`src/rtl/cp0_pkg.sv`:
```
// rtl/cp0_pkg.sv - shared constants for the coprocessor-0 exception/interrupt controller
//
// Purpose: register numbers, field bit positions and exception codes used by
//          cp0 and by the pipeline stages that feed it ExcCode.
// Ports:   none (package).
package cp0_pkg;

   // Coprocessor-0 register numbers
   localparam logic [4:0] REG_SR    = 5'd12;
   localparam logic [4:0] REG_CAUSE = 5'd13;
   localparam logic [4:0] REG_EPC   = 5'd14;
   localparam logic [4:0] REG_PRID  = 5'd15;

   // SR field positions
   localparam int SR_IM_HI = 15;
   localparam int SR_IM_LO = 10;
   localparam int SR_EXL   = 1;
   localparam int SR_IE    = 0;

   // Cause field positions
   localparam int CAUSE_BD     = 31;
   localparam int CAUSE_IP_HI  = 15;
   localparam int CAUSE_IP_LO  = 10;
   localparam int CAUSE_EXC_HI = 6;
   localparam int CAUSE_EXC_LO = 2;

   // Exception codes carried down the pipeline; the execute-stage ALU
   // overflow flag is mapped to EXC_OV.
   localparam logic [4:0] EXC_INT  = 5'd0;
   localparam logic [4:0] EXC_ADEL = 5'd4;
   localparam logic [4:0] EXC_ADES = 5'd5;
   localparam logic [4:0] EXC_RI   = 5'd10;
   localparam logic [4:0] EXC_OV   = 5'd12;

   // EPC is always word aligned
   function automatic logic [31:0] epc_align(input logic [31:0] v);
      return v & ~32'h0000_0003;
   endfunction

endpackage

```
`src/rtl/cp0.sv`:
```
// rtl/cp0.sv - coprocessor-0 exception and interrupt controller
//
// Purpose: holds SR, Cause, EPC and PRId; raises IntReq when an enabled
//          hardware interrupt or a memory-stage exception must redirect the
//          pipeline; serves mfc0 reads and mtc0 writes; eret clears EXL.
// Ports:
//   clk, rst_n   clock, asynchronous active-low reset
//   A1           mfc0 read register number
//   A2, DIn, WE  mtc0 register number, data, enable
//   PC, BD       memory-stage PC and branch-delay-slot flag
//   ExcCode      memory-stage exception code (0 = none)
//   HWInt        level-sensitive external interrupt lines
//   EXLClr       eret in the memory stage
//   IntReq       take exception/interrupt this cycle (combinational)
//   EPC          registered EPC value
//   DOut         mfc0 read data (combinational, no write bypass)
module cp0
   import cp0_pkg::*;
#(
   parameter logic [31:0] PRID = 32'h0000_0000
) (
   input  logic        clk,
   input  logic        rst_n,
   input  logic [4:0]  A1,
   input  logic [4:0]  A2,
   input  logic [31:0] DIn,
   input  logic        WE,
   input  logic [31:0] PC,
   input  logic        BD,
   input  logic [4:0]  ExcCode,
   input  logic [5:0]  HWInt,
   input  logic        EXLClr,
   output logic        IntReq,
   output logic [31:0] EPC,
   output logic [31:0] DOut
);

   // SR fields
   logic [5:0]  im;
   logic        exl;
   logic        ie;
   // Cause fields
   logic        bd_q;
   logic [5:0]  ip;
   logic [4:0]  exc_q;
   // EPC, kept word aligned on every write
   logic [31:0] epc_q;

   logic        int_req;
   logic        exc_req;
   logic [31:0] victim_pc;
   logic [31:0] sr_word;
   logic [31:0] cause_word;

   assign int_req = (|(HWInt & im)) & ie & ~exl;
   assign exc_req = (ExcCode != 5'd0) & ~exl;
   assign IntReq  = int_req | exc_req;

   // A delay-slot instruction restarts at its branch; wraps below address 0
   assign victim_pc = BD ? (PC - 32'd4) : PC;

   assign sr_word    = {16'b0, im, 8'b0, exl, ie};
   assign cause_word = {bd_q, 15'b0, ip, 3'b0, exc_q, 2'b0};
   assign EPC        = epc_q;

   always_ff @(posedge clk or negedge rst_n) begin
      if (!rst_n) begin
         im    <= '0;
         exl   <= 1'b0;
         ie    <= 1'b0;
         bd_q  <= 1'b0;
         ip    <= '0;
         exc_q <= '0;
         epc_q <= '0;
      end else begin
         ip <= HWInt;
         if (IntReq) begin
            // Taking the trap blocks mtc0 and eret on the same edge
            exl   <= 1'b1;
            exc_q <= int_req ? EXC_INT : ExcCode;
            bd_q  <= BD;
            epc_q <= epc_align(victim_pc);
         end else begin
            if (WE && (A2 == REG_SR)) begin
               im  <= DIn[SR_IM_HI:SR_IM_LO];
               exl <= DIn[SR_EXL];
               ie  <= DIn[SR_IE];
            end
            if (WE && (A2 == REG_EPC)) begin
               epc_q <= epc_align(DIn);
            end
            // Placed after the SR write so eret wins for EXL while the
            // written IM/IE survive
            if (EXLClr) begin
               exl <= 1'b0;
            end
         end
      end
   end

   always_comb begin
      DOut = '0;
      case (A1)
         REG_SR:    DOut = sr_word;
         REG_CAUSE: DOut = cause_word;
         REG_EPC:   DOut = epc_q;
         REG_PRID:  DOut = PRID;
         default:   DOut = '0;
      endcase
   end

endmodule

```
`config.mk`:
```
export PLATFORM = sky130hd
export DESIGN_NAME = cp0
export DESIGN_NICKNAME = d
export VERILOG_FILES = /design/src/rtl/cp0_pkg.sv /design/src/rtl/cp0.sv
export SDC_FILE = /design/constraint.sdc
export NUM_CORES = 1
export LEC_CHECK = 0
export CORE_ASPECT_RATIO = 1.25
export CORE_MARGIN = 2
export CORE_UTILIZATION = 45
export CTS_BUF_LIST = sky130_fd_sc_hd__clkbuf_8
export DETAILED_ROUTE_END_ITERATION = 8
export PLACE_DENSITY = 0.95
export SYNTH_ARGS = -nofsm -noshare
export SYNTH_HDL_FRONTEND = slang
export SYNTH_SLANG_ARGS = --single-unit
```
`constraint.sdc`:
```
create_clock -name clk -period 6.21 [get_ports clk]
set_input_delay 1.5525 -clock clk [delete_from_list [all_inputs] [get_ports clk]]
set_output_delay 1.5525 -clock clk [all_outputs]
set_load 0.02 [all_outputs]
```
---- Yosys cells after proc, flatten, opt, wreduce, memory -nomap -nowiden ----
Index checks and enable logic that the tools add are counted.
W data, S select, Z words.
word-level totals
  output and inout port bits .............. 65
  logic and storage cells ................. 35
  register bits after elaboration ......... 52
  input bits .............................. 90
cells by class
  add/sub/neg operators ................... 1
  bitwise gates (word level) .............. 7
  equal/unequal tests ..................... 5
  reductions and logical operators ........ 7
  mux-type cells .......................... 8
operators by type and width
  cell                     number
  $mux W32                 3
  $pmux W32 S3             1
  $sub A32 B3 Y32 const B  1
  $eq A5 B4 Y1 const B     5
  $and A6 B6 Y6            1
  $reduce_or A6 Y1         1
  $mux W5                  1
  $reduce_bool A5 Y1       1
  $and A1 B1 Y1            3
  $mux W1                  3
  $reduce_bool A3 Y1       1
  $logic_and A1 B1 Y1      2
  $not A1 Y1               2
  $reduce_and A2 Y1        1
  $reduce_bool A2 Y1       1
  $or A1 B1 Y1             1

---- Longest topological paths before layout ----
Gate-level depths: netlist of run 1.
  word-level depth ........................ 7
  gate-level depth with buffers ........... 8
  mapped depth without buffers ............ 7

---- Least setup slack after synthesis of run 1 ----
Ideal clock, no wire load.
  kind .................................... input to output
  from .................................... input port A1[1]
  to ...................................... output port DOut[10]
  buffers on the path ..................... 2
  setup slack ............................. 1.812 ns
  arrival ................................. 2.846 ns
  stages on the path ...................... 5
  cells stage by stage .................... clkbuf_1 nor4b_1 clkbuf_1 nand2_1 o21ai_0
on the way
  cells in the longest elaborated chain, start to end .. 2
  elaborated cells between the ends (all ways) .. 4
  those cells by class .................... eq/ne: 3; mux: 1
ends and longest elaborated chain
  what                RTL line    source
  start: declaration  cp0.sv:24   input logic [4:0] A1,
  $eq A5 B4 Y1        cp0.sv:103  case (A1)
  $pmux W32 S3 (*)    cp0.sv:103
  end: declaration    cp0.sv:35   output logic [31:0] DOut
Every way passes the cells marked *; elsewhere a longest branch is shown, timed or not.

---- Worst setup path after layout of run 1 ----
  from .................................... input port A1[2]
  to ...................................... output port DOut[4]
The elaborated chain is that of the path after synthesis.

==> impl_results.md, run 1 <==
* H-tree depth at 2
* Final hold viol count at 0
* Antenna Cells at 0
* Total wire length at 9.34 mm
* # hold bufs at CTS at 0
* Max Freq at 190 MHz
* Vias in the first global route at ~3000
* Tcrit/Tclk final at 0.846
* Switching portion of total power at 0.393
* Die width at 78.5 µm
* Xor/xnor cell area share of the yosys netlist at 0.0786
* Num ports at 155
* #FFs+latches synth at 50
* Final ANT Viol Nets at 0
* Setup bufs post-CTS at 0
* Detailed placer's ending HPWL at 7.30 mm
* Setup Total Neg Slack at 0 ns
* Core Util, Final at 0.722
* P_sw at between 0.0005 and 0.0006 W
* Register area share after synthesis at 0.401
* Mean Syn Cell Area at 10.2 µm²
* Via density at 5.46
* Die area at 7620 µm²
* R2r setup slk at between 4 and 5 ns
* Final Max Tran Viols at 0
* Count of cell types in the netlist at 41
* EDFF count, synth at 0
* Wl on met1 at between 3 and 4 mm
* Sequential power share at 0.378
* Gr ovfl total at 0
* Synth Instances at 305
* Critical path type: in -> out
* Post-synth ARST share at 1.00
* Final setup fails at 0
* Synthesized area at roughly 3100 µm²
* Worst Path Required at about 4.7 ns
* Min-Delay Path Class: reg -> reg
* Clock network fraction of design power at 0.125
* Met3 wire len at 564 µm
* DP Cell Count at roughly 530
* Max Root-Sink Buffers at 2
* DRC at 0
* Largest family of logic cells by synthesized area: multiplexers
* YS warnings at 0
* Core ar. at 6650 µm²
* Ratio of total power to cell area at between 300 and 400 nW/µm²
* Worst Path Arrival at 3.70 ns
* Crit path time final at 5.26 ns
* Setup crit end kind: output pin
* Leakage power at 2.07 nW
* Compound-Gate Fraction of Synth Area at 0.0746
* Post-Synth Adder-Cell Area at 0.00401
* Worst Skew at 0.00867 ns
* MaxCap Viol Count at 0
* Area after DPL at 4710 µm²
* Fillers at 494
* Synth Flop Type: dfrtp_1
* # port buffers at 150
* Clock Tree Root: clkbuf_8
* Simple-gate portion of the synthesized area at 0.197
* Post-synthesis mux area share at 0.212
* DR iter-0 viols at 112
* Initial core utilization at 0.469
* Worst Path Max Fanout at 15
* RSZ-0062 raised after global routing: false
* Register clock-pin slew on the reported worst setup and hold paths at about 0.08 ns
* First-pass GRT wire length at around 15 mm
* Row count at 33
* Slew HR at 0.243
* Power Internal at between 0.0009 and 0.001 W
* Gate power share at 0.497
* Final-stage net count at 542
* Final non-filler cell area at 4800 µm²
* Top sig layer: met4
* DR vias at approximately 2900
* Gpl congestion at 0.816
* Largest net degree at the start of global routing at 51
* Share of layout cells above drive strength 1 at 0.0686
* CTS tree: yes
* Clock sinks at 50
* Worst VDD drop at 0.000246 V
* Initial antenna violation count at 0
* Met2 wire length at 5.04 mm
* Layout area overhead at 53.9%
* Post-CTS resize count at 0
* WHS at 0.535 ns
* Wirelength per Cell at 17.3 µm
* CTS Buf Count at 5
* Crit path launch type: input pin
* Skew-Pair Late Insertion Delay at 0.30 ns
* Die Ht at between 90 and 100 µm
* Layout Cells excl Fill at ~540
* Pre-antenna DRT Iters at 4
* Measured slew at the worst slew-check pin at around 1.1 ns
* Status: finished, final reports clean
* Gr usage total at 0.248
state kept, by name (all words and copies together), names as in the netlist:
signal and flops:
exc_q 5, ie 1, exl 1, im 6, bd_q 1, EPC 30, ip 6
critical path: stages:
cell and delay [ns]:
clkdlybuf4s50_1 0.45, nand2_1 0.08, or3_1 0.47, nor2_2 0.16
buf_4 0.22, a22o_1 0.17, clkdlybuf4s50_1 0.60
Yosys cell counts (all sizes together), types with 2 or more instances:
library cell | instances | area share
dfrtp | 50 | 0.40
mux2i | 57 | 0.18
a22o | 9 | 0.025
nand4b | 2 | 0.0056
and2 | 21 | 0.042
o21ai | 23 | 0.037
nand2 | 19 | 0.023
nor4b | 2 | 0.010
nand4bb | 2 | 0.0072
buf | 4 | 0.0080
clkbuf | 12 | 0.014
nand3 | 4 | 0.0064
inv | 8 | 0.0096
xnor2 | 23 | 0.065
or4 | 3 | 0.0096
nor2 | 11 | 0.013
xor2 | 5 | 0.014
or3 | 5 | 0.010
nor3 | 14 | 0.022
mux2 | 8 | 0.029
nand4 | 3 | 0.0080
nand3b | 2 | 0.0048
nand2b | 2 | 0.0040
nor4 | 6 | 0.022
power by group through the flow:
stage | Combinational, W | Clock, W | Sequential [W]
after floorplan | 0.000282 | 0 | 0.000672
after global placement | 0.000735 | 0 | 0.000570
after detailed placement | 0.000758 | 0 | 0.000580
after CTS | 0.000759 | 0.000193 | 0.000574
after global routing | 0.000809 | 0.000203 | 0.000593
final | 0.000755 | 0.000190 | 0.000575
worst paths after layout:
check                      startpoint       to  cells past startpoint
hold reg to reg                  bd_q     bd_q                      1
setup / recovery                A1[2]  DOut[4]                      7
max in group asynchronous       rst_n   EPC[5]                      1
min in group asynchronous       rst_n  EPC[30]                      1
hold / removal                   bd_q     bd_q                      1
setup reg to reg                im[3]    im[1]                      5
per-stage QoR:
| step | setup slack (ns) | total power [W] |
|---|---|---|
| floorplan | 1.81 | 0.000953 |
| global placement | 0.972 | 0.00131 |
| detailed placement | 0.957 | 0.00134 |
| CTS | 0.950 | 0.00153 |
| global route | 0.858 | 0.00160 |
| finish | 0.954 | 0.00152 |
cells in the final DEF (no fill, tap or decap), types with 5 or more instances in the layout:
cell type        count
clkdlybuf4s50_1    149
mux2i_1             57
dfrtp_1             50
xnor2_1             23
and2_1              21
nand2_1             18
o21ai_1             16
nor3_1              14
nor2_1              10
a22o_1               9
inv_1                8
o21ai_0              7
mux2_2               7
or3_1                5
xor2_1               5
clkbuf_8             5
kinds of logic (layout without fill, tap and decap cells):
kind of cell	count (synthesis)	count (layout)
DFF	50	50
adders and majority gates	1	1
AOI/OAI and AO/OA	37	37
muxes	65	65
xor gates and xnor gates	28	28
buffers and inverters	24	170
other	1	2
and+or+nand+nor	99	99
per-layer routing:
layer / vias up / GRT usage
li1: 1373 / -
met1: 1430 / 0.279
met2: 122 / 0.466
met3: 17 / 0.0465
met4: 0 / 0.0756
met5: - / 0
cell type report:
cell class,count,area [µm²],share of cell area
clock buffers,5,68.8,0.0143
clock inverters,3,21.3,0.00443
inverters,8,30.0,0.00625
multi-input cells,232,1800,0.374
flip-flops and latches,50,1250,0.261
well taps,87,109,0.0227
repair buffers,154,1530,0.318
Note: power is estimated with default switching activity, not from simulation.
==> run 2, diff against run 1 <==
- CORE_UTILIZATION: 45 -> 42
- PLACE_DENSITY: 0.95 -> 0.9
- clock period: 6.21 -> 4.9 ns (I/O delays scaled with it)
==> run 2 against run 1 <==
Against the previous run:
- via count fell by 1.4%
- global-route usage fell by 1.6 points
- total power rose by 34%
- cell count rose by 1.5%
- worst hold slack got worse by 0.0031 ns
- die area rose by 6.8%
- critical path type unchanged
- critical endpoint is now DOut[3]
==> impl_results.md, run 2 (synthesized netlist as in run 1, its figures left out) <==
* Final non-filler cell area at 4880 µm² (was 4800 µm²)
* Leakage power at 2.11 nW (was 2.07 nW)
* Global Route met2 Usage at 0.452 (was 0.466)
* Final ANT Viol Nets at 0 (unchanged)
* CP top delay family: buffers and inverters (unchanged)
* P_sw at 0.000751 W (was 0.000598 W)
* Skew-Pair Late Insertion Delay at 0.30 ns (about the same)
* First-pass GRT wire length at 14.6 mm (was 15.0 mm)
* WP buf/inv at 3 (unchanged)
* Clock sinks at 50 (unchanged)
* Worst Path Arrival at 3.39 ns (was 3.70 ns)
* Worst VDD drop at 0.000310 V (was 0.000246 V)
* Pre-antenna DRT Iters at 5 (was 4)
* MaxCap Viol Count at 0 (unchanged)
* Antenna Cells at 0 (unchanged)
* Die Ht at 100 µm (was 97.1 µm)
* Measured slew at the worst slew-check pin at 1.16 ns (was 1.14 ns)
* CTS Buf Count at 5 (unchanged)
* Critical path type: in -> out (unchanged)
* H-tree depth at 2 (unchanged)
* CTS tree: yes (unchanged)
* Total wire length at 9.47 mm (was 9.34 mm)
* Worst Skew at 0.00752 ns (was 0.00867 ns)
* Final worst slack at 0.289 ns (was 0.954 ns)
* Switching portion of total power at 0.368 (was 0.393)
* Area after DPL at 4740 µm² (was 4710 µm²)
* Max Freq at 217 MHz
* Sequential power share at 0.357 (was 0.378)
* Register clock-pin slew on the reported worst setup and hold paths at 0.09 ns (was 0.08 ns)
* Fillers at 599 (was 494)
* RSZ-0062 raised after global routing: false (unchanged)
* Met3 GRT Util at 0.0459 (was 0.0465)
* Gr usage total at 0.232 (was 0.248)
* Worst Path Max Fanout at 15 (unchanged)
* Gate power share at 0.467 (was 0.497)
* Most common cell after layout, fill and taps aside: clkdlybuf4s50_1 (unchanged)
* Layout Cells excl Fill at 547 (was 539)
* Crit path time final at 4.61 ns
* Final Max Tran Viols at 0 (unchanged)
* Final setup fails at 0 (unchanged)
* Post-Place Setup Slack at 0.298 ns (was 0.957 ns)
* Cell Chain, Critical Path: clkdlybuf4s50_1 > nand2_1 > or3_1 > nor2_2 > buf_4 > a22o_1 > clkdlybuf4s50_1 (unchanged)
* Status: finished, final reports clean (unchanged)
* Die width at 81.1 µm (was 78.5 µm)
* Final hold viol count at 0 (unchanged)
* Critical path's most frequent cell: clkdlybuf4s50_1 (unchanged)
* Gpl congestion at 0.783 (was 0.816)
* Post-CTS resize count at 0 (unchanged)
* Num ports at 155 (unchanged)
* Clock network fraction of design power at 0.176 (was 0.125)
* GRT Max-Usage Layer: met2 (unchanged)
* Detailed placer's ending HPWL at 7.48 mm (was 7.30 mm)
* M1 GR Usage at 0.242 (was 0.279)
* Core Util, Final at 0.672 (was 0.722)
* Min-Delay Path Class: reg -> reg (unchanged)
* Power Internal at 0.00129 W (was 0.000922 W)
* Most frequent cells in the layout: clkdlybuf4s50_1, mux2i_1, dfrtp_1 (unchanged)
* Via density at 5.30 (was 5.46)
* Core ar. at 7270 µm² (was 6650 µm²)
* Row count at 35 (was 33)
* Share of layout cells above drive strength 1 at 0.0747 (was 0.0686)
* Worst path slowest cell: clkdlybuf4s50_1 (unchanged)
* # port buffers at 150 (unchanged)
* Slew HR at 0.228 (was 0.243)
* Setup crit end kind: output pin (unchanged)
* Gr ovfl total at 0 (unchanged)
* DP Cell Count at 539 (was 531)
* Wirelength per Cell at 17.3 µm (about the same)
* Clock Tree Root: clkbuf_8 (unchanged)
* Setup Total Neg Slack at 0 ns (unchanged)
* Largest net degree at the start of global routing at 51 (unchanged)
* Max Root-Sink Buffers at 2 (unchanged)
* DR iter-0 viols at 79 (was 112)
* DRC at 0 (unchanged)
* Ratio of total power to cell area at 417 nW/µm² (was 316 nW/µm²)
* # hold bufs at CTS at 0 (unchanged)
* Crit path launch type: input pin (unchanged)
* Final-stage net count at 545 (was 542)
* Worst Path Required at 3.67 ns (was 4.66 ns)
* CP peak stage delay at 0.62 ns (was 0.60 ns)
* Setup bufs post-CTS at 0 (unchanged)
* DR vias at 2901 (was 2942)
* Tcrit/Tclk final at 0.941
* Max FFs per register at 30 (unchanged)
* Die area at 8140 µm² (was 7620 µm²)
* Layout area overhead at 56.5% (was 53.9%)
* Initial antenna violation count at 0 (unchanged)
* Vias in the first global route at 3015 (was 3008)
* Initial core utilization at 0.429 (was 0.469)
==> run 2: path summary, 6_finish.rpt <==
check / slack [ns] / end / startpoint / cells past startpoint
min in group asynchronous: 1.13 / EPC[9] / rst_n / 1
worst max-delay path: 0.29 / DOut[3] / A1[3] / 7
worst min register to register: 0.53 / bd_q / bd_q / 1
worst min-delay path: 0.53 / bd_q / bd_q / 1
max in group asynchronous: 3.04 / EPC[17] / rst_n / 1
worst max register to register: 2.68 / im[1] / im[3] / 6
==> run 2: power by group through the flow <==
stage | clock (W) | sequential [W] | combinational, W
6_report | 0.000358 | 0.000729 | 0.000952
3_3_place_gp | 0 | 0.000723 | 0.000935
2_1_floorplan | 0 | 0.000851 | 0.000357
4_1_cts | 0.000363 | 0.000730 | 0.000964
5_1_grt | 0.000381 | 0.000752 | 0.00102
3_5_place_dp | 0 | 0.000736 | 0.000962
==> run 2: metal layers <==
layer | wire length (µm) | vias up
met5 | 0 | -
met4 | 173 | 0
met2 | 5230 | 122
met3 | 678 | 14
li1 | - | 1385
met1 | 3390 | 1380
==> run 2: metrics by stage <==
stage | hold WS [ns] | power [W]
floorplan | 0.482 | 0.00121
global placement | 0.502 | 0.00166
detailed placement | 0.520 | 0.00170
CTS | 0.537 | 0.00206
global route | 0.559 | 0.00215
finish | 0.532 | 0.00204
==> run 2: final cells by class <==
| type | count | area [µm²] | share of cell area |
|---|---|---|---|
| Multi-Input combinational cell | 232 | 1800 | 0.368 |
| Timing Repair Buffer | 157 | 1550 | 0.317 |
| Sequential cell | 50 | 1250 | 0.256 |
| Tap cell | 92 | 115 | 0.0236 |
| Clock buffer | 6 | 82.6 | 0.0169 |
| Clock inverter | 2 | 60.1 | 0.0123 |
| Inverter | 8 | 30.0 | 0.00615 |
==> run 2: worst register-to-register path, stage by stage, from the launching register on <==
cell	delay [ns]
dfrtp_1	0.43
a22o_1	0.23
o31ai_2	0.44
buf_4	0.22
and2_1	0.15
o21ai_1	0.23
mux2_1	0.42
